### src/rtl/serial_adder.sv
// Digit-serial adder: adds DIGIT bits per cycle, LSB slice first, registered carry.
// Optional subtract mode enabled by defining SERIAL_ADDER_SUB_EN (adds the 'sub' port).

module serial_adder_digit #(
  parameter int DIGIT = 1
) (
  input  logic [DIGIT-1:0] a_i,
  input  logic [DIGIT-1:0] b_i,
  input  logic             c_i,
  output logic [DIGIT-1:0] s_o,
  output logic             c_o
);
  assign {c_o, s_o} = {1'b0, a_i} + {1'b0, b_i} + {{DIGIT{1'b0}}, c_i};
endmodule

module serial_adder #(
  parameter int WIDTH = 16,
  parameter int DIGIT = 1
) (
  input  logic             clk,
  input  logic             rst,
  input  logic             start,
  input  logic [WIDTH-1:0] a,
  input  logic [WIDTH-1:0] b,
  input  logic             c_in,
`ifdef SERIAL_ADDER_SUB_EN
  input  logic             sub,
`endif
  output logic             busy,
  output logic             done,
  output logic [WIDTH-1:0] sum,
  output logic             c_out
);
  localparam int N  = WIDTH / DIGIT;
  localparam int CW = (N > 1) ? $clog2(N) : 1;
  localparam logic [CW-1:0] LAST = CW'(N - 1);

  typedef enum logic [1:0] {IDLE, RUN, DONE} state_t;

  state_t           state_q, state_d;
  logic [CW-1:0]    cnt_q, cnt_d;
  logic             carry_q, carry_d;
  logic [WIDTH-1:0] a_q, a_d, b_q, b_d, acc_q, acc_d, sum_q, sum_d;
  logic             cout_q, cout_d;
  logic             inv_q, inv_d;
  logic             sub_w;
  logic [DIGIT-1:0] dsum;
  logic             dcarry;

`ifdef SERIAL_ADDER_SUB_EN
  assign sub_w = sub;
`else
  assign sub_w = 1'b0;
`endif

  serial_adder_digit #(.DIGIT(DIGIT)) u_digit (
    .a_i (a_q[cnt_q*DIGIT +: DIGIT]),
    .b_i (b_q[cnt_q*DIGIT +: DIGIT]),
    .c_i (carry_q),
    .s_o (dsum),
    .c_o (dcarry)
  );

  always_ff @(posedge clk or posedge rst) begin
    if (rst) begin
      state_q <= IDLE;
      cnt_q   <= '0;
      carry_q <= 1'b0;
      a_q     <= '0;
      b_q     <= '0;
      acc_q   <= '0;
      sum_q   <= '0;
      cout_q  <= 1'b0;
      inv_q   <= 1'b0;
    end else begin
      state_q <= state_d;
      cnt_q   <= cnt_d;
      carry_q <= carry_d;
      a_q     <= a_d;
      b_q     <= b_d;
      acc_q   <= acc_d;
      sum_q   <= sum_d;
      cout_q  <= cout_d;
      inv_q   <= inv_d;
    end
  end

  always_comb begin
    state_d = state_q;
    cnt_d   = cnt_q;
    carry_d = carry_q;
    a_d     = a_q;
    b_d     = b_q;
    acc_d   = acc_q;
    sum_d   = sum_q;
    cout_d  = cout_q;
    inv_d   = inv_q;
    case (state_q)
      IDLE, DONE: begin
        if (start) begin
          // subtract as a + ~b + !c_in; borrow-out is the inverted carry-out
          a_d     = a;
          b_d     = sub_w ? ~b : b;
          carry_d = c_in ^ sub_w;
          inv_d   = sub_w;
          cnt_d   = '0;
          state_d = RUN;
        end else begin
          state_d = IDLE;
        end
      end
      RUN: begin
        acc_d[cnt_q*DIGIT +: DIGIT] = dsum;
        carry_d = dcarry;
        if (cnt_q == LAST) begin
          sum_d   = acc_d;
          cout_d  = dcarry ^ inv_q;
          state_d = DONE;
        end else begin
          cnt_d = cnt_q + CW'(1);
        end
      end
      default: state_d = IDLE;
    endcase
  end

  assign busy  = (state_q == RUN);
  assign done  = (state_q == DONE);
  assign sum   = sum_q;
  assign c_out = cout_q;
endmodule

### config.mk
export PLATFORM = sky130hd
export DESIGN_NAME = serial_adder
export DESIGN_NICKNAME = d
export VERILOG_FILES = /design/src/rtl/serial_adder.sv
export SDC_FILE = /design/constraint.sdc
export NUM_CORES = 1
export LEC_CHECK = 0
export ABC_AREA = 1
export BUFFER_PORTS_ARGS = -buffer_cell sky130_fd_sc_hd__clkbuf_2
export CORE_MARGIN = 2
export CORE_UTILIZATION = 51
export DETAILED_ROUTE_END_ITERATION = 8
export PLACE_DENSITY = 0.77
export SYNTH_ARGS = -nofsm -noshare
export SYNTH_HDL_FRONTEND = slang
export SYNTH_SLANG_ARGS = --single-unit
### constraint.sdc
create_clock -name clk -period 2.6 [get_ports clk]
set_clock_uncertainty 0.1 [all_clocks]
set_input_delay 0.65 -clock clk [delete_from_list [all_inputs] [get_ports clk]]
set_output_delay 0.65 -clock clk [all_outputs]
set_load 0.01 [all_outputs]
## Yosys cells after proc, flatten, opt, wreduce, memory -nomap -nowiden

Cells that the tools add are included.
Widths: inputs -> output; s select.

| storage, ports and cells | value |
|---|---|
| register bits after elaboration | 72 |
| bits in latches | 0 |
| RAM bits | 0 |
| ROM bits | 0 |
| bits of input ports | 36 |
| output and inout bits | 19 |
| logic and storage cells | 38 |
| memories kept | 0 |

| cells by class | value |
|---|---|
| $add $sub $neg | 4 |
| multipliers | 0 |
| divide/modulo/power cells | 0 |
| order comparisons | 0 |
| eq/ne operators | 6 |
| shifts and indexed selects | 4 |
| muxes and demuxes | 9 |
| bitwise gates (word level) | 0 |
| reductions and logical operators | 7 |

Operators by type and width:

| operator | count |
|---|---|
| $neg 4->34 | 1 |
| $shift 1x34->16 const A | 1 |
| $shiftx 1x34->16 | 1 |
| $shiftx 16x5->1 | 2 |
| $bwmux 16 | 1 |
| $mux 4 | 2 |
| $pmux 4 s2 | 1 |
| $reduce_and 2->1 | 3 |
| $add 4x1->4 const B | 1 |
| $eq 4x4->1 const B | 1 |
| $ne 2x2->1 const B | 2 |
| $pmux 2 s2 | 1 |
| $reduce_and 3->1 | 1 |
| $add 1x1->2 | 1 |
| $add 2x1->2 | 1 |
| $eq 2x1->1 const B | 1 |
| $eq 2x2->1 const B | 1 |
| $logic_not 2->1 | 1 |
| $mux 1 | 2 |
| $mux 2 | 1 |
| $ne 2x1->1 const B | 1 |
| $pmux 1 s2 | 1 |
| $reduce_bool 2->1 | 1 |
| $reduce_or 2->1 | 1 |

## Longest topological paths before layout

| depth | value |
|---|---|
| depth after elaboration | 5 |
| mapped depth | 13 |
| mapped depth without buffers | 11 |

## By module

From an unflattened synthesis, not the netlist that was laid out.

| second synthesis, totals | value |
|---|---|
| cells, all modules | 428 |
| area, all modules | 3483.3 µm² |

By module, submodules not included:

| module | times used | cells each | area each (µm²) | sequential area each (µm²) |
|---|---|---|---|---|
| serial_adder | 1 | 427 | 3463.3 | 1801.7 |
| serial_adder_digit | 1 | 1 | 20.0 | 0.0 |

## Worst setup path after synthesis

No wires, ideal clock.

| timing path | value |
|---|---|
| kind | reg2reg |
| start | register cnt_q[0] |
| end | register acc_q[14] |
| library setup time | 0.077 ns |
| arrival | 2.216 ns |
| data required time | 2.423 ns |
| setup slack | 0.208 ns |
| cell stages (with the launch flop) | 14 |
| path buffers | 2 |
| clock period less this slack | 2.392 ns |
| cell sequence | dfrtp_1 -> buf_2 -> inv_1 -> buf_2 -> a21oi_1 -> o21ai_0 -> nand3_1 -> nand3_1 -> nand2_1 -> fa_1 -> nand4_1 -> nand2_1 -> o21ai_0 -> o21ai_1 |

| on the way | value |
|---|---|
| cells in the longest elaborated chain, start to end | 5 |
| elaborated cells on any way between the ends | 8 |
| those cells by class | add/sub (3); shift (4); mux (1) |

Ends and longest elaborated chain:

| item | line | RTL |
|---|---|---|
| from (decl) | 41 | `logic [CW-1:0] cnt_q, cnt_d;` |
| from (signal assigned) | 77 | `cnt_q <= cnt_d;` |
| $shiftx 16x5->1 (on tied branches) | 57, 58 |  |
| $add 1x1->2 | 13 | `assign {c_o, s_o} = {1'b0, a_i} + {1'b0, b_i} + {{DIGIT{1'b0}}, c_i};` |
| $add 2x1->2 | 13 |  |
| $shiftx 1x34->16 | 113 | `acc_d[cnt_q*DIGIT +: DIGIT] = dsum;` |
| $bwmux 16 (*) | 113 |  |
| to (signal assigned) | 71 | `acc_q <= '0;` |
| to (signal assigned) | 81 | `acc_q <= acc_d;` |
| to (decl) | 43 | `logic [WIDTH-1:0] a_q, a_d, b_q, b_d, acc_q, acc_d, sum_q, sum_d;` |

Every way passes the cells marked *; elsewhere a longest branch is shown, timed or not.
A chain may end at the register's enable or synchronous reset.

## Worst setup path in the final report

| timing path | value |
|---|---|
| start | register cnt_q[0] |
| end | register acc_q[6] |

The elaborated chain is that of the path after synthesis.

==> flow_summary.ini <==
[detailed_routing]
met2_length_um = 3850
post_drt_wl_per_cell_um = 13.4
dr_total_vias = 3012
remaining_drc_errors = 0
wl_um = 7710
dr.pass1.iters = 4
drt-met1-wl_um = 3360
final_antenna_net_count = 0
vias_per_cell = 5.24
dr_wl_met3_um = 336
drtIter0Drc = 193
maxUsedRoutingLayer = met4

[worst_setup_path]
max_stage_delay_ns = 0.57
cp.arrival_ns = 2.62
path_max_fanout = 7
crit_type = reg2reg
path_buf_inv = 2
worst_setup_path_start_kind = register
critPathCaptureType = register
worstPathCellList = inv_4 -> buf_4 -> a21oi_1 -> o21ai_0 -> nand3_1 -> nand3_1 -> nand2_1 -> fa_2 -> nand4_1 -> nand2_1 -> o21ai_2 -> o21ai_1
cpLargestDelayFamily = simple AND/OR/NAND/NOR gates
required_ns = 2.79
crit_slowest_cell = fa_2

[cts]
cts_hold_buf = 0
cts-root-buf = clkbuf_8
numCtsBuffers = 9
cts-htree-levels = 3
clockBufferDepth = 2
clk_pin_slew_ns = 0.08
clock_latency_ns = 0.36
cts_sinks = 72
cts_tree = yes

[power]
cellPowerDensity_mw_per_mm2 = 1300
vdd_drop_max_v = 0.000548
leakage_uw = 0.00211

[global_routing]
grt_pass1_wl_um = 13300
grt_antenna_before_repair = 0
first_global_vias = 2919
overflow = 0
track_usage_pct = 22.6
grt_max_degree = 48

[sta]
tns_ns = 0
hold_viol = 0
fmax_mhz = 410
period_share_pct = 93.8
finalSetupViolations = 0
fin_crit_ns = 2.44
worstMarginPinSlew_ns = 0.504
fin_hold_ws_ns = 0.197
grt_setup_unrepaired = yes
drv_slew = 0
slew_headroom_pct = 66.4

[cells_and_area]
syn_to_final_growth_pct = 20.0
diodes = 0
final_layout_size_suffix_gt1_share_pct = 21.8
fin_nets = 533

[die]
pin_count = 55
initial_core_util_pct = 52.0
die_area_mm2 = 0.00749
die_w_um = 86.6
die_h_um = 86.6
rows = 30
core_mm2 = 0.00668

[synthesis]
synth_warnings = 0
ys_ff_latch = 72
synth.distinct_cells = 28
synth-seq-area-share_pct = 51.8
syn_area_per_cell_um2 = 8.14
synthCells = 427
synth_area_mm2 = 0.00348
synthesis.nets = 470

[place]
io_buffer_count = 54
dp_hpwl_um = 5400
gp_congestion = 0.894

[run_status]
status = complete, no violations

[min_path]
hold_class = in2async

[flow_run]
maxCapViolCount = 0
worst paths after layout:
path                                       from                     to  cells after the start  slack [ns]
max reg2reg                cnt_q[0]$_DFFE_PP0P_   acc_q[6]$_DFFE_PP0P_                     12        0.16
max                        cnt_q[0]$_DFFE_PP0P_   acc_q[6]$_DFFE_PP0P_                     12        0.16
max in group asynchronous                   rst   cnt_q[0]$_DFFE_PP0P_                      3        1.56
min in group clk                           a[0]     a_q[0]$_DFFE_PP0P_                      3        0.38
min reg2reg                 sum[12]$_DFFE_PP0P_    sum[12]$_DFFE_PP0P_                      2        0.38
min                                         rst  acc_q[15]$_DFFE_PP0P_                      2        0.20
layout make-up:
type                            instances  area [µm²]
Sequential cell                        72        1800
Clock inverter                          6        82.6
Timing Repair Buffer                   70         453
Fill cell                             604        2510
Inverter                               31         123
Tap cell                               80         100
Multi-Input combinational cell        306        1470
Clock buffer                           10         138
cells in the mapped netlist:
master     instances  area (µm²)
nand2_1          152         571
dfrtp_1           72        1800
o21ai_0           33         165
nand3_1           30         150
o21ai_1           29         145
inv_1             28         105
nor2_1            22        82.6
clkbuf_1           9        33.8
a21oi_1            8        40.0
nor3_1             7        35.0
ha_1               6        75.1
buf_2              5        25.0
buf_6              4        45.0
nor2_4             3        33.8
inv_2              2        7.51
nand3_2            2        20.0
nand4_1            2        12.5
nor2_2             2        12.5
o2111ai_1          2        17.5
clkinv_1           1        3.75
fa_1               1        20.0
nand2_2            1        6.26
nand4_2            1        12.5
o221ai_1           1        8.76
o22ai_1            1        6.26
o32ai_1            1        8.76
xnor2_2            1        16.3
xor2_2             1        16.3
state kept, by name (all words and copies together), names as in the netlist:
register / flops
c_out: 1
b_q: 16
cnt_q: 4
acc_q: 16
carry_q: 1
sum: 16
state_q: 2
a_q: 16
cells by family after synthesis:
group / Yosys count / synth area share [%]
buf+inv: 49 / 6.33
fa+ha+maj: 7 / 2.73
xor+xnor: 2 / 0.936
flops: 72 / 51.8
compound gates: 75 / 11.3
simple gates: 222 / 26.9
placed cells by master (no fill, tap or decap):
master and instances:
nand4_1 2, clkinvlp_4 2, clkbuf_16 1, dfrtp_1 71, o32ai_1 1, nor2_1 22, xnor2_2 1, ha_1 6
a21oi_1 8, nand3_2 2, nand2_1 152, xor2_2 1, o22ai_1 1, nor2_2 2, clkbuf_8 10, dfrtp_2 1
nor3_1 7, buf_4 10, o21ai_1 30, fa_2 1, clkbuf_2 54, nor2_4 3, inv_4 1, nand3_1 30
nand2_2 1, o221ai_1 1, inv_2 3, clkinv_2 3, buf_12 3, o21ai_0 28, buf_6 2, inv_1 26
bufinv_16 2, o21ai_2 4, o2111ai_1 2, nand4_2 1
per-layer routing:
| layer | global-route usage [%] | vias up |
|---|---|---|
| li1 | - | 1509 |
| met4 | 9.80 | 0 |
| met5 | 0 | - |
| met1 | 28.6 | 1406 |
| met2 | 38.3 | 82 |
| met3 | 4.00 | 15 |
power by group:
group | switching, µW | internal (µW)
Combinational | 1580 | 960
Clock | 428 | 561
Sequential | 286 | 1600
Total | 2290 | 3120
through the flow:
stage | total power [µW] | setup WS, ns | instances | utilization, % | area (µm²)
CTS | 5240 | 0.0630 | 571 | 61.0 | 4080
global route | 5890 | -0.0647 | 575 | 62.4 | 4170
floorplan | 3560 | 0.0251 | 427 | - | 3480
finish | 5410 | 0.162 | 575 | 62.4 | 4170
detailed placement | 4240 | 0.101 | 555 | 57.8 | 3860
global placement | 4150 | 0.120 | 555 | 57.8 | 3860
repair_timing:
item	in CTS	in global routing
endpoints found under the setup margin	0	29
resized for setup	0	19
setup buffers	0	3
Power figures use the tool's default switching activity.
